$ cat src/rtl/restoring_divider4_if.sv
// restoring_divider4_if: start/done handshake and operand/result bus of the 4-bit restoring divider
interface restoring_divider4_if #(parameter int WIDTH = 4);
   logic start;
   logic [WIDTH-1:0] dividend;
   logic [WIDTH-1:0] divisor;
   logic busy;
   logic done;
   logic [WIDTH-1:0] quotient;
   logic [WIDTH-1:0] remainder;
   logic div_by_zero;
   modport master (output start, dividend, divisor, input busy, done, quotient, remainder, div_by_zero);
   modport slave (input start, dividend, divisor, output busy, done, quotient, remainder, div_by_zero);
endinterface

$ cat src/rtl/restoring_divider4.sv
// restoring_divider4: sequential 4-bit unsigned restoring divider, one trial subtraction per cycle
module restoring_divider4 #(parameter int WIDTH = 4) (
   input logic clk,
   input logic rst,
   restoring_divider4_if.slave bus
);
   typedef enum logic [1:0] {IDLE, RUN, DONE} state_t;
   state_t state;
   logic [WIDTH:0] r;
   logic [WIDTH-1:0] q;
   logic [WIDTH-1:0] d;
   logic [1:0] cnt;
   logic [WIDTH:0] rs;
   logic [WIDTH:0] t;
   logic nb;
   logic [WIDTH:0] rn;
   logic [WIDTH-1:0] qn;
   // adder in subtract mode: a + ~b + 1, bit WIDTH of t is its carry-out
   always_comb begin
      rs = {r[WIDTH-1:0], q[WIDTH-1]};
      t = {1'b0, rs[WIDTH-1:0]} + {1'b0, ~d} + {{WIDTH{1'b0}}, 1'b1};
      nb = rs[WIDTH] | t[WIDTH];
      rn = nb ? {1'b0, t[WIDTH-1:0]} : rs;
      qn = {q[WIDTH-2:0], nb};
   end
   always_ff @(posedge clk) begin
      if (rst) begin
         state <= IDLE;
         r <= '0;
         q <= '0;
         d <= '0;
         cnt <= '0;
         bus.busy <= 1'b0;
         bus.done <= 1'b0;
         bus.quotient <= '0;
         bus.remainder <= '0;
         bus.div_by_zero <= 1'b0;
      end else begin
         bus.done <= 1'b0;
         if (state == RUN) begin
            r <= rn;
            q <= qn;
            cnt <= cnt + 2'd1;
            if (cnt == 2'd3) begin
               state <= DONE;
               bus.busy <= 1'b0;
               bus.done <= 1'b1;
               bus.quotient <= qn;
               bus.remainder <= rn[WIDTH-1:0];
               bus.div_by_zero <= 1'b0;
            end
         end else if (bus.start && bus.divisor == '0) begin
            state <= DONE;
            bus.done <= 1'b1;
            bus.quotient <= {WIDTH{1'b1}};
            bus.remainder <= bus.dividend;
            bus.div_by_zero <= 1'b1;
         end else if (bus.start) begin
            state <= RUN;
            q <= bus.dividend;
            d <= bus.divisor;
            r <= '0;
            cnt <= '0;
            bus.busy <= 1'b1;
         end else begin
            state <= IDLE;
         end
      end
   end
endmodule

$ cat src/flat_wrapper.sv
// flat-port wrapper written by rule: the top's interface ports become plain ports
module restoring_divider4_flat 
#(parameter int WIDTH = 4)
  (clk, rst, bus_start, bus_dividend, bus_divisor, bus_busy, bus_done, bus_quotient, bus_remainder, bus_div_by_zero);
  restoring_divider4_if #(.WIDTH(WIDTH)) bus_i ();
  input logic clk;
  input logic rst;
  input wire logic [$bits(bus_i.start)-1:0] bus_start;
  input wire logic [$bits(bus_i.dividend)-1:0] bus_dividend;
  input wire logic [$bits(bus_i.divisor)-1:0] bus_divisor;
  output wire logic [$bits(bus_i.busy)-1:0] bus_busy;
  output wire logic [$bits(bus_i.done)-1:0] bus_done;
  output wire logic [$bits(bus_i.quotient)-1:0] bus_quotient;
  output wire logic [$bits(bus_i.remainder)-1:0] bus_remainder;
  output wire logic [$bits(bus_i.div_by_zero)-1:0] bus_div_by_zero;
  assign bus_i.start = bus_start;
  assign bus_i.dividend = bus_dividend;
  assign bus_i.divisor = bus_divisor;
  assign bus_busy = bus_i.busy;
  assign bus_done = bus_i.done;
  assign bus_quotient = bus_i.quotient;
  assign bus_remainder = bus_i.remainder;
  assign bus_div_by_zero = bus_i.div_by_zero;
  restoring_divider4 #(.WIDTH(WIDTH)) u_core (.clk(clk), .rst(rst), .bus(bus_i));
endmodule
$ cat config.mk
export PLATFORM = sky130hd
export DESIGN_NAME = restoring_divider4_flat
export DESIGN_NICKNAME = d
export VERILOG_FILES = /design/src/rtl/restoring_divider4_if.sv /design/src/rtl/restoring_divider4.sv /design/src/flat_wrapper.sv
export SDC_FILE = /design/constraint.sdc
export NUM_CORES = 1
export LEC_CHECK = 0
export ABC_CLOCK_PERIOD_IN_PS = 5550
export CORE_MARGIN = 3
export CORE_UTILIZATION = 55
export DETAILED_ROUTE_END_ITERATION = 8
export PLACE_DENSITY = 0.83
export SLEW_MARGIN = 20
export SYNTH_ARGS = -nofsm -noshare
export SYNTH_HDL_FRONTEND = slang
export SYNTH_SLANG_ARGS = --single-unit
$ cat constraint.sdc
create_clock -name clk -period 5.55 [get_ports clk]
set_input_delay 1.665 -clock clk [delete_from_list [all_inputs] [get_ports clk]]
set_output_delay 1.665 -clock clk [all_outputs]
set_load 0.005 [all_outputs]
==> metrics.csv <==
stage;metric;value;unit
job;Max-cap violations;0;
floorplanning;core area;2060;µm²
yosys;Yosys cell types;34;
floorplanning;Die ar.;2900;µm²
yosys;Synthesized Nets;160;
timing;setup_tns;0;ps
timing;share of the cycle needed by the critical path after routing;65.7;%
yosys;Main synth FF type;dfxtp_1;
route;Post-DRT Antenna Nets;0;
cts;root buffer cell;clkbuf_4;
timing;Clock Skew;1.02;ps
yosys;Yosys reg bits;27;
yosys;Yosys warning count;0;
pwr;Leak;0.000538;µW
yosys;sequential area share after synthesis;42.9;%
critical_path;Critical Path AT;3860;ps
global_route;number of global-route vias before repair;1041;
finish;FILL cells;171;
route;Routed wire per std cell;15.2;µm
timing;slew margin rel.;25.5;%
finish;flip-flop and latch area;541;µm²
critical_path;CP bufs+invs;1;
global_route;GR Overflow Total;0;
yosys;Synth async-reset ratio;0;%
cts;clock latency on the worst-skew pair;320;ps
critical_path;worst r2r src;u_core.state[0];
finish;share of cells above drive strength 1;6.29;%
floorplanning;Placement Rows;16;
finish;synth-to-layout area growth;19.0;%
critical_path;Crit path largest cell delay;610;ps
critical_path;worst path cell trace;clkdlybuf4s50_1 > or4_4 > o31ai_4 > nor2_1 > o32ai_1;
finish;Nets;177;
cts;cts hold-fix bufs;0;
route;First-pass DRT Iterations;4;
worst_hold_path;min-delay src;u_core.d[3];
cts;clock sink count;27;
yosys;Mapped Cells;143;
floorplanning;initial core utilization;61.1;%
cts;CTS tree;yes;
timing;fin. max-slew vios;0;
timing;Hold Violations, Final;0;
critical_path;crit-path max FO;18;
global_route;largest net degree at the start of global routing;29;
route;Residual DRC;0;
finish;area of the multi-input gates;662;µm²
timing;Least-Margin Pin Slew;1110;ps
yosys;average cell area after synthesis;8.81;µm²
route;post-DR vias/cell;5.98;
critical_path;WP data required;5760;ps
finish;diode count;0;
pwr;peak supply drop;0.200;mV
cts;CTS max path bufs;2;
critical_path;CP endpoint kind;flip-flop;
cts;H-tree depth;1;
placed_design;port bufs;21;
floorplanning;die width;53.9;µm
floorplanning;Ports;22;
yosys;EDFF count, synth;0;
timing;FMAX;0.274;GHz
timing;unrepaired setup endpoints after global routing;false;
placed_design;GP Congestion;0.830;
critical_path;Worst Setup SP;bus_divisor[3];
floorplanning;Chip Height;53.9;µm
critical_path;Max stage delay cell, worst path;or4_4;
worst_hold_path;Worst Hold Class;reg -> reg;
run_status;outcome;finished clean;
global_route;Tot GR Track Use;23.0;%
cts;total setup buffers inserted after CTS;0;
route;DR vias;1112;
global_route;antenna violations before repair;0;
pwr;post-layout total power;375;µW
route;DR iter-0 viols;28;
timing;Setup-failing EPs final;0;
cts;clock-pin slew on the worst setup and hold paths;150;ps
pwr;pwr dens;250;nW/µm²
critical_path;crit path kind;in -> reg;
critical_path;Worst setup SP type;input port;
yosys;Synth Cell Area;1260;µm²
cts;Resized Gates After CTS;0;
timing;Period minus WS final;3650;ps
global_route;first-pass GRT wire length;4840;µm
route;WL final;2840;µm
cts;cts bufs inserted;3;
critical_path;CP top delay family;compound AO/OA/AOI/OAI gates;
placed_design;Final HPWL DP;2170;µm
==> area by class of cell <==
cell class                      instances  area share [%]
Clock buffer                            3            1.50
Clock inverter                          1           0.501
Inverter                                6            1.50
Multi-Input combinational cell        101            44.2
Sequential cell                        27            36.1
Tap cell                               27            2.25
Timing Repair Buffer                   21            14.0
==> logic make-up (layout without fill, tap and decap cells) <==
logic type	after synthesis	in the layout	share of synthesized area, %
and+or+nand+nor	47	47	17.3
AOI/OAI and AO/OA	43	43	24.3
DFF	27	27	42.9
buffers and inverters	15	31	5.16
adders and majority gates	6	6	6.55
muxes	3	3	2.38
xor gates and xnor gates	2	2	1.39
==> power by group <==
part | internal [µW] | switching [µW] | total [µW]
clock network | 27.6 | 59.3 | 86.8
logic | 31.9 | 45.1 | 77.0
registers | 204 | 6.69 | 211
total | 264 | 111 | 375
==> tightest hold or removal path, cell delays in order, from the launching register on <==
cell,delay (ps)
dfxtp_1,340
o21ai_0,60
a21oi_1,60
==> cells in the final DEF, fill, tap and decap left out, types with 2 or more instances in the layout <==
cell	instances
a32oi_1	2
xnor2_1	2
nand3b_1	2
a211oi_1	10
mux2i_1	3
nor2b_1	3
nor2_1	18
a311oi_1	3
dfxtp_1	27
clkdlybuf4s50_1	21
nand3_1	2
o21ai_0	5
ha_1	5
nand2_1	16
a31oi_1	3
inv_1	6
clkbuf_4	3
a21oi_1	12
==> worst paths after layout <==
path	end	slack (ps)	cells after the start
hold / removal	u_core.d[3]	480	2
setup / recovery	u_core.bus.remainder[3]	1900	5
hold reg to reg	u_core.d[3]	480	2
setup reg to reg	u_core.bus.remainder[3]	3400	4
==> metal layers <==
| layer | global-route usage (%) | wire [µm] |
|---|---|---|
| met1 | 28.7 | 1150 |
| met2 | 37.5 | 1470 |
| met3 | 4.43 | 173 |
| met4 | 11.1 | 50 |
| met5 | 0 | 0 |
==> state kept, by name, summed over array words and instances (netlist names) <==
signal / count
u_core.d: 4
u_core.state: 2
u_core.bus.done: 1
u_core.bus.quotient: 4
u_core.bus.remainder: 4
u_core.bus.busy: 1
u_core.bus.div_by_zero: 1
u_core.r: 4
u_core.q: 4
u_core.cnt: 2
==> through the flow <==
stage                     utilization [%]  instance area (µm²)  cells  hold slack (ps)  setup slack, ps
final                                72.7                 1500    186              484             1900
after global routing                 72.7                 1500    186              504             1780
after CTS                            72.7                 1500    186              487             1950
after detailed placement             71.2                 1470    182              468             1630
after global placement               71.2                 1470    182              471             1780
after floorplan                         -                 1260    143              452             2550
==> Yosys cell counts (3+ instances only) <==
cell type,instances,area (µm²)
a211oi_1,10,75.1
a21oi_1,12,60.1
a311oi_1,3,26.3
a31oi_1,3,18.8
clkbuf_1,7,26.3
dfxtp_1,27,541
ha_1,5,62.6
inv_1,6,22.5
mux2i_1,3,30.0
nand2_1,16,60.1
nor2_1,18,67.6
nor2b_1,3,18.8
o21ai_0,5,25.0
Note: power is estimated with default switching activity, not from simulation.
